File: config.mk
export PLATFORM = sky130hd
export DESIGN_NAME = block_stats
export DESIGN_NICKNAME = d
export VERILOG_FILES = /design/src/rtl/watermark_pkg.sv /design/src/rtl/isqrt_serial.sv /design/src/rtl/block_stats.sv
export SDC_FILE = /design/constraint.sdc
export NUM_CORES = 1
export LEC_CHECK = 0
export ABC_AREA = 1
export BUFFER_PORTS_ARGS = -buffer_cell sky130_fd_sc_hd__clkbuf_2
export CAP_MARGIN = 20
export CELL_PAD_IN_SITES_DETAIL_PLACEMENT = 1
export CELL_PAD_IN_SITES_GLOBAL_PLACEMENT = 2
export CORE_UTILIZATION = 38
export DETAILED_ROUTE_END_ITERATION = 6
export PLACE_DENSITY = 0.89
export SLEW_MARGIN = 25
export SYNTH_ARGS = -nofsm -noshare
export SYNTH_HDL_FRONTEND = slang
export SYNTH_SLANG_ARGS = --single-unit
File: constraint.sdc
create_clock -name clk -period 5.2 [get_ports clk]
set_input_delay 0.78 -clock clk [delete_from_list [all_inputs] [get_ports clk]]
set_output_delay 0.78 -clock clk [all_outputs]
set_load 0.05 [all_outputs]
File: src/rtl/watermark_pkg.sv
`default_nettype none
// ============================================================================
//  Package : watermark_pkg
//  Shared widths and FSM state encodings for the block statistics stage.
//  Revision: 1.0 - initial release
// ============================================================================
package watermark_pkg;

  localparam int PIX_W   = 8;
  localparam int SIGMA_W = 7;
  localparam int VAR_W   = 14;

  typedef logic [1:0] state_t;

  localparam logic [1:0] ST_ACC  = 2'd0;
  localparam logic [1:0] ST_VAR  = 2'd1;
  localparam logic [1:0] ST_SQRT = 2'd2;
  localparam logic [1:0] ST_DONE = 2'd3;

endpackage
`default_nettype wire

File: src/rtl/isqrt_serial.sv
`default_nettype none
// ============================================================================
//  Module  : isqrt_serial
//  Restoring bit-serial integer square root, one result bit per clock,
//  MSB first. SIGMA_W cycles from start to the final result bit.
//  Revision: 1.0 - initial release
// ============================================================================
module isqrt_serial
  import watermark_pkg::*;
(
  input  logic               clk,
  input  logic               rst,
  input  logic               start_i,
  input  logic [VAR_W-1:0]   rad_i,
  output logic               done_o,
  output logic [SIGMA_W-1:0] root_o
);

  localparam logic [2:0] STEP_LAST = 3'(SIGMA_W - 1);

  logic [VAR_W-1:0]   rad_q;
  logic [SIGMA_W-1:0] root_q;
  logic [SIGMA_W+2:0] rem_q;
  logic [2:0]         step_q;
  logic               busy_q;

  logic [SIGMA_W+2:0] rem_shift;
  logic [SIGMA_W+2:0] trial;
  logic               fits;

  // Bring down the next radicand bit pair and test against 4*root+1.
  always_comb begin
    rem_shift = (SIGMA_W + 3)'({rem_q, rad_q[VAR_W-1 -: 2]});
    trial     = {1'b0, root_q, 2'b01};
    fits      = (rem_shift >= trial);
  end

  // One restoring step per cycle while busy; root holds once finished.
  always_ff @(posedge clk or negedge rst) begin
    if (!rst) begin
      rad_q  <= '0;
      root_q <= '0;
      rem_q  <= '0;
      step_q <= '0;
      busy_q <= 1'b0;
    end else if (start_i) begin
      rad_q  <= rad_i;
      root_q <= '0;
      rem_q  <= '0;
      step_q <= '0;
      busy_q <= 1'b1;
    end else if (busy_q) begin
      rad_q  <= rad_q << 2;
      rem_q  <= fits ? (rem_shift - trial) : rem_shift;
      root_q <= {root_q[SIGMA_W-2:0], fits};
      step_q <= step_q + 3'd1;
      if (step_q == STEP_LAST) begin
        busy_q <= 1'b0;
      end
    end
  end

  assign done_o = busy_q && (step_q == STEP_LAST);
  assign root_o = root_q;

endmodule
`default_nettype wire

File: src/rtl/block_stats.sv
`default_nettype none
// ============================================================================
//  Module  : block_stats
//  Streaming per-block mean and standard deviation, presented on a
//  valid/ready output in the alpha/beta stage input format.
//  Revision: 1.0 - initial release
// ============================================================================
module block_stats
  import watermark_pkg::*;
#(
  parameter int LOG_N   = 6,
  parameter int MU_SIZE = 10
) (
  input  logic               clk,
  input  logic               rst,
  input  logic [PIX_W-1:0]   pix_in,
  input  logic               pix_valid,
  output logic               pix_ready,
  output logic [MU_SIZE-1:0] mu_k,
  output logic [SIGMA_W-1:0] sigma_k,
  output logic               out_valid,
  input  logic               out_ready
);

  localparam int SUM_W = LOG_N + PIX_W;
  localparam int SQ_W  = LOG_N + 2 * PIX_W;
  localparam int MU_SH = LOG_N - (MU_SIZE - 8);

  state_t             state_q, state_d;
  logic [LOG_N-1:0]   cnt_q;
  logic [SUM_W-1:0]   sum_q;
  logic [SQ_W-1:0]    sumsq_q;
  logic [MU_SIZE-1:0] mu_q;

  logic               accept;
  logic               sqrt_done;
  logic [PIX_W-1:0]   mean_i;
  logic [15:0]        mean_sq;
  logic [15:0]        sq_mean;
  logic [16:0]        var_diff;
  logic [VAR_W-1:0]   var_sat;

  assign pix_ready = rst && (state_q == ST_ACC);
  assign accept    = pix_valid && pix_ready;

  // Integer variance E[x^2] - floor(mean)^2, clamped at 0 and saturated to 14 bits.
  always_comb begin
    mean_i   = PIX_W'(sum_q >> LOG_N);
    sq_mean  = 16'(sumsq_q >> LOG_N);
    mean_sq  = {8'd0, mean_i} * {8'd0, mean_i};
    var_diff = {1'b0, sq_mean} - {1'b0, mean_sq};
    if (var_diff[16]) begin
      var_sat = '0;
    end else if (|var_diff[15:14]) begin
      var_sat = '1;
    end else begin
      var_sat = var_diff[13:0];
    end
  end

  // Next-state: accumulate, one variance cycle, serial sqrt, hold for handshake.
  always_comb begin
    state_d = state_q;
    case (state_q)
      ST_ACC:  if (accept && (cnt_q == '1)) state_d = ST_VAR;
      ST_VAR:  state_d = ST_SQRT;
      ST_SQRT: if (sqrt_done) state_d = ST_DONE;
      ST_DONE: if (out_ready) state_d = ST_ACC;
      default: state_d = ST_ACC;
    endcase
  end

  // State, accumulators and latched mean.
  always_ff @(posedge clk or negedge rst) begin
    if (!rst) begin
      state_q <= ST_ACC;
      cnt_q   <= '0;
      sum_q   <= '0;
      sumsq_q <= '0;
      mu_q    <= '0;
    end else begin
      state_q <= state_d;
      if (accept) begin
        sum_q   <= sum_q + SUM_W'(pix_in);
        sumsq_q <= sumsq_q + SQ_W'({8'd0, pix_in} * {8'd0, pix_in});
        cnt_q   <= cnt_q + 1'b1;
      end else if ((state_q == ST_DONE) && out_ready) begin
        sum_q   <= '0;
        sumsq_q <= '0;
      end
      if (state_q == ST_VAR) begin
        mu_q <= MU_SIZE'(sum_q >> MU_SH);
      end
    end
  end

  isqrt_serial u_isqrt (
    .clk     (clk),
    .rst     (rst),
    .start_i (state_q == ST_VAR),
    .rad_i   (var_sat),
    .done_o  (sqrt_done),
    .root_o  (sigma_k)
  );

  assign mu_k      = mu_q;
  assign out_valid = (state_q == ST_DONE);

endmodule
`default_nettype wire

==> impl_metrics.tcl, run 1 <==
set metrics [dict create \
    status "completed" \
    cp_data_required_time_ns 5.45 \
    reg2reg_depth 22 \
    grt_pass1_vias 8379 \
    p_sw_w 0.003661 \
    drc 0 \
    end_kind "register" \
    synth_fp_nets 1438 \
    min_period_over_period 0.8944 \
    hold_violations 0 \
    ys.flop_type "dfrtp_1" \
    vias 7708 \
    dr.pass1.iters 5 \
    ys_types 40 \
    io_buffers 30 \
    synth_seq_cells 87 \
    antenna_found_initial 0 \
    tns_ns 0 \
    fillers 2995 \
    cts-buffers-inserted 9 \
    p_int_w 0.002935 \
    switching_share 0.5551 \
    crit_fanout 10 \
    cts_htree_levels 3 \
    routedWlPerCell_um 15.03 \
    r2r_end "u_isqrt.rad_q[12]" \
    grt.total_usage 0.2082 \
    fmaxAchievable_ghz 0.2150 \
    placed_cells 1576 \
    avgSynthCellArea_um2 7.475 \
    dp_hpwl_um 19210 \
    die_area_um2 25100 \
    worstPathCellList "nand2_1, inv_1, fa_1, inv_1, fa_1, fa_1, inv_1, fa_1, inv_1, ha_1, nand2_1, inv_1, nand2_1, nand2_1, a21oi_1, nand3_1, nand2_1, nand2_2, inv_2, nand2_1, nand2_1, nand2_1" \
    clk_pin_slew_worst_paths_ns 0.08 \
    cts-root-buf "clkbuf_16" \
    io_pins 31 \
    max_stage_delay_ns 0.55 \
    ys_seq_area_frac 0.2341 \
    rsz0062_at_grt "false" \
    yosys_warnings 0 \
    worst_clock_skew_ns 0.02342 \
    dieHeight_um 158.4 \
    synthTopCellsByCount "nand2_1 (318), inv_1 (296), ha_1 (107)" \
    gr-total-overflow 0 \
    p_clk_frac 0.102 \
    r2r_start "sum_q[9]" \
    core_um2 23750 \
    clkSinkCount 87 \
    synth_top_area_frac 0.2341 \
    core.rowCount 56 \
    combPwrFrac 0.729 \
    synth-edff-count 0 \
    finalNonFillerCells 1592 \
    cts_tree "yes" \
    grt_first_pass_wirelength_um 40770 \
    tightest_slew_ns 0.8408 \
    irDropWorstVdd_mv 0.3067 \
    final_nets 1462 \
    cts_resized 0 \
    hp-class "primary input to asynchronous set/reset pin" \
    antenna_cells 0 \
    drt_iter0_drc 294 \
    cap_violations 0 \
    synth_cells 1244 \
    slew_headroom 0.4389 \
    syn_area_um2 9299 \
    final_max_slew_viol_count 0 \
    die_x_um 158.4 \
    seq_power_share 0.170 \
    cts_hold_buf 0 \
    fin_crit_ns 4.651 \
    worst_setup_path_start_kind "register" \
    critPathKind "register to register" \
    initial_utilization 0.3915 \
    cpMaxStageDelayCell "fa_1" \
    synth.most_common_cell "nand2_1" \
    leakage_nw 5.867 \
    arrival_ns 4.90 \
    power.density_nw_per_um2 652.3 \
    place.gp.congestion 0.8518 \
    clk_latency_ns 0.37 \
    rrSetupSlack_ns 0.55 \
    drive_gt1_frac 0.05970 \
    path_common_cell "nand2_1" \
    post_cts_buffers 0 \
    setup_viol 0 \
    cts_max_path_buffers 2 \
    yosysTopAreaCell "dfrtp_1" \
    grt_max_degree 70 \
    synthArstFlopShare 1.000 \
    avgViaCountPerCell 4.842 \
    yosys-top-cells-area "dfrtp_1 (23%), fa_1 (16%), ha_1 (14%)" \
    drtAntennaViolNets 0 \
    drt_wl_total_um 23930 \
    syn2layout_area_growth_pct 8.732 \
]
[layout make-up]
cell class,instances,area (µm²),area share
Multi-Input combinational cell,827,5872,0.5807
Clock buffer,10,229.0,0.02265
Tap cell,319,399.1,0.03948
Sequential cell,87,2177,0.2153
Inverter,299,1122,0.1110
Timing Repair Buffer,44,261.5,0.02586
Clock inverter,6,50.05,0.004950
[registers in the layout (all words and copies together) (netlist names)]
| signal | count |
|---|---|
| sum_q | 14 |
| u_isqrt.busy_q | 1 |
| state_q | 2 |
| u_isqrt.rem_q | 8 |
| mu_k | 10 |
| cnt_q | 6 |
| u_isqrt.step_q | 3 |
| u_isqrt.rad_q | 14 |
| sumsq_q | 22 |
| u_isqrt.root_o | 7 |
[layout by cell type (no fill, tap or decap), types with 2 or more instances in the layout]
cell	netlist	layout
a21o_1	4	4
a31oi_1	2	2
nor4_1	2	2
xor2_1	20	20
a21boi_0	2	2
buf_4	1	14
nand2_2	3	3
nand3b_1	4	4
nor3_1	5	5
a21oi_1	42	42
dfrtp_1	87	87
nand3_2	2	2
nand4_1	6	6
nor2_1	57	57
nand3_1	46	46
fa_1	75	75
nand2_1	318	318
inv_1	296	296
clkbuf_2	0	29
ha_1	107	107
a211oi_1	2	2
o21ai_0	65	65
o21bai_1	3	3
and3_1	2	2
clkbuf_16	0	9
o21ai_1	11	11
o211ai_1	2	2
o22ai_1	14	14
a22o_1	5	5
inv_6	0	3
inv_2	3	3
xnor2_1	15	15
or2_2	5	5
[critical path, delay by kind of cell (launching register included)]
family / cells / cell delay, ns
adder cells (fa/ha/maj): 5 / 2.44
buffers and inverters: 6 / 0.42
AO/OA/AOI/OAI: 1 / 0.17
flip-flops: 1 / 0.53
AND/OR/NAND/NOR: 10 / 0.98
[layer usage]
layer,GRT usage,wire length (µm),up-vias
met2,0.3803,12020,61
met1,0.2611,11090,3790
met4,0.04991,343,0
met5,0,0,-
met3,0.02177,474,24
li1,-,-,3833
[logic make-up after synthesis]
| family | Yosys count | synth area share |
|---|---|---|
| and+or+nand+nor | 452 | 0.1982 |
| buffers and inverters | 330 | 0.1344 |
| adders and majority gates | 182 | 0.3054 |
| DFF | 87 | 0.2341 |
| xor gates and xnor gates | 35 | 0.03297 |
| muxes | 1 | 0.001076 |
| AOI/OAI and AO/OA | 157 | 0.09378 |
[stage by stage]
stage	hold WS (ns)	total power (W)	worst slack, ns	cell area (µm²)	util
2_1_floorplan	0.4460	0.004770	0.4528	9299	-
3_3_place_gp	0.4569	0.005816	0.2399	9828	0.4138
3_5_place_dp	0.4596	0.005973	0.2117	9828	0.4138
4_1_cts	0.2958	0.006683	0.5140	10110	0.4255
5_1_grt	0.3078	0.007409	0.2178	10110	0.4257
6_report	0.2958	0.006596	0.5493	10110	0.4257
[how the worst max path moves through the flow]
stage / startpoint / to / slack, ns
6_report: sum_q[9] / u_isqrt.rad_q[12] / 0.55
3_5_place_dp: pix_in[6] / sumsq_q[13] / 0.21
2_1_floorplan: pix_in[6] / sumsq_q[13] / 0.45
5_1_grt: sum_q[9] / u_isqrt.rad_q[12] / 0.22
4_1_cts: sum_q[9] / u_isqrt.rad_q[12] / 0.51
3_3_place_gp: pix_in[6] / sumsq_q[13] / 0.24
[power by group through the flow]
stage / sequential, W / combinational [W] / clock, W
2_1_floorplan: 0.00122 / 0.00355 / 0
3_5_place_dp: 0.00113 / 0.00484 / 0
6_report: 0.00112 / 0.00481 / 0.000671
4_1_cts: 0.00112 / 0.00487 / 0.000688
3_3_place_gp: 0.00112 / 0.00469 / 0
5_1_grt: 0.00115 / 0.00555 / 0.000705
(Power assumes the default switching activity.)
==> inputs of run 2 (changes only) <==
- CORE_MARGIN: default -> 5
==> run 2 against run 1 <==
Cell count grew 0.25%. Register-to-register slack about the same. Die area is 10% higher. Setup slack got worse by 0.017 ns. Design area grew 0.25%. Global-route usage is 2.7 points lower. Critical path depth shrank 4. Flip-flop and latch count stayed put. Sequential share of layout area down 0.053 points. Utilization shrank 0.64 points. Clock-buffer cell count down 1. First-iteration DRC count down 21%.
==> impl_metrics.tcl, run 2 (synthesized netlist as in run 1, its figures left out) <==
set metrics [dict create \
    dieHeight_um 166.4 \
    syn2layout_area_growth_pct 9.002 \
    placed_cells 1580 \
    largest_reg_flops 22 \
    final_nets 1461 \
    use_met2 0.3328 \
    arrival_ns 4.88 \
    io_pins 31 \
    hp-class "primary input to asynchronous set/reset pin" \
    slew_headroom 0.4127 \
    tightest_slew_ns 0.8809 \
    met3_usage 0.02133 \
    leakage_nw 5.881 \
    clkSinkCount 87 \
    finalNonFillerCells 1596 \
    power.density_nw_per_um2 651.7 \
    p_sw_w 0.003623 \
    final_max_slew_viol_count 0 \
    critPathKind "primary input to register" \
    fin_crit_ns 4.668 \
    crit_fanout 9 \
    design_area_um2 10140 \
    cp_data_required_time_ns 5.42 \
    avgViaCountPerCell 4.868 \
    post_cts_buffers 0 \
    cts_resized 0 \
    drtAntennaViolNets 0 \
    cp_num_buf_inv 4 \
    grt_first_pass_wirelength_um 41490 \
    largestRegisters "sumsq_q x22, sum_q x14, u_isqrt.rad_q x14" \
    combPwrFrac 0.722 \
    worst_clock_skew_ns 0.01509 \
    clk_pin_slew_worst_paths_ns 0.08 \
    worstPathCellList "clkbuf_2, nand2_1, inv_1, fa_1, fa_1, fa_1, inv_1, fa_1, inv_1, ha_1, nand2_1, nand2_1, or2_2, nand2_1, nand3_1, or2_2, nand3_1, o21ai_0" \
    status "completed" \
    end_kind "register" \
    cts_tree "yes" \
    place.gp.congestion 0.8608 \
    die_x_um 166.4 \
    cts_htree_levels 3 \
    grt.total_usage 0.1812 \
    p_int_w 0.002983 \
    cts_max_path_buffers 2 \
    switching_share 0.5484 \
    cp_top_family "adder cells" \
    cpMaxStageDelayCell "fa_1" \
    irDropWorstVdd_mv 0.4237 \
    seq_power_share 0.169 \
    drt_wl_total_um 24210 \
    die_area_um2 27700 \
    dp_hpwl_um 19510 \
    p_clk_frac 0.109 \
    largest-register "sumsq_q" \
    grt_max_degree 65 \
    final_cell_mix "nand2_1 (318), inv_1 (296), ha_1 (107)" \
    routedWlPerCell_um 15.17 \
    vias 7769 \
    max_stage_delay_ns 0.57 \
    layout_commonest_cell "nand2_1" \
    core_um2 24180 \
    tns_ns 0 \
    core.rowCount 57 \
    gr-total-overflow 0 \
    cap_violations 0 \
    rsz0062_at_grt "false" \
    initial_utilization 0.3846 \
    io_buffers 30 \
    grt_pass1_vias 8544 \
    fmaxAchievable_ghz 0.2142 \
    clk_latency_ns 0.36 \
    placed_cell_area_um2 9827 \
    cts-buffers-inserted 9 \
    drt_iter0_drc 233 \
    cts-root-buf "clkbuf_16" \
    cts_hold_buf 0 \
    min_period_over_period 0.8976 \
    met1_usage 0.2224 \
    dr.pass1.iters 4 \
    antenna_cells 0 \
    drive_gt1_frac 0.05975 \
    worst_setup_path_start_kind "primary input" \
    hold_violations 0 \
    antenna_found_initial 0 \
    drc 0 \
    setup_viol 0 \
    finalPower_w 0.006606 \
    top_usage_layer "met2" \
]
==> run 2: area by class of cell <==
class	instances	area (µm²)
clock buffer	9	225.2
clock inverter	7	83.83
fill	3057	14040
inverter	299	1122
multi-input combinational	827	5872
sequential	87	2177
tap	324	405.4
timing repair buffer	43	250.2
==> run 2: worst paths after layout <==
kind,to,start,slack (ns),cells after the start
min reg2reg,cnt_q[5],cnt_q[5],0.48,1
max,sumsq_q[13],pix_in[2],0.53,18
max reg2reg,u_isqrt.rad_q[3],sum_q[12],0.55,20
max in group asynchronous,mu_k[9],rst,3.66,2
min in group clk,cnt_q[5],cnt_q[5],0.48,1
min,u_isqrt.root_o[6],rst,0.32,1
==> run 2: layer usage <==
metal	share of wire	vias to the layer above
li1	-	3837
met1	0.45	3835
met2	0.51	66
met3	0.018	31
met4	0.026	0
met5	0	-
==> run 2: worst register-to-register path, delay by kind of cell, from the launching register on <==
| kind | cells | cell delay, ns |
|---|---|---|
| flops | 1 | 0.48 |
| buf+inv | 5 | 0.32 |
| fa+ha+maj | 5 | 2.41 |
| simple gates | 8 | 0.99 |
| compound gates | 2 | 0.34 |
==> run 2: power groups by stage <==
stage,Combinational (W),Sequential [W],Clock [W]
finish,0.00477,0.00111,0.000722
global route,0.00555,0.00114,0.000765
CTS,0.00486,0.00112,0.000745
detailed placement,0.00483,0.00113,0
global placement,0.00469,0.00112,0
floorplan,0.00355,0.00122,0
==> run 2: per-stage QoR <==
| stage | setup slack, ns | hold slack, ns | utilization |
|---|---|---|---|
| final | 0.5324 | 0.3233 | 0.4192 |
| after floorplan | 0.4528 | 0.4460 | - |
| after detailed placement | 0.1360 | 0.4672 | 0.4065 |
| after CTS | 0.4856 | 0.3277 | 0.4192 |
| after global placement | 0.2341 | 0.4555 | 0.4065 |
| after global routing | 0.2523 | 0.3404 | 0.4192 |
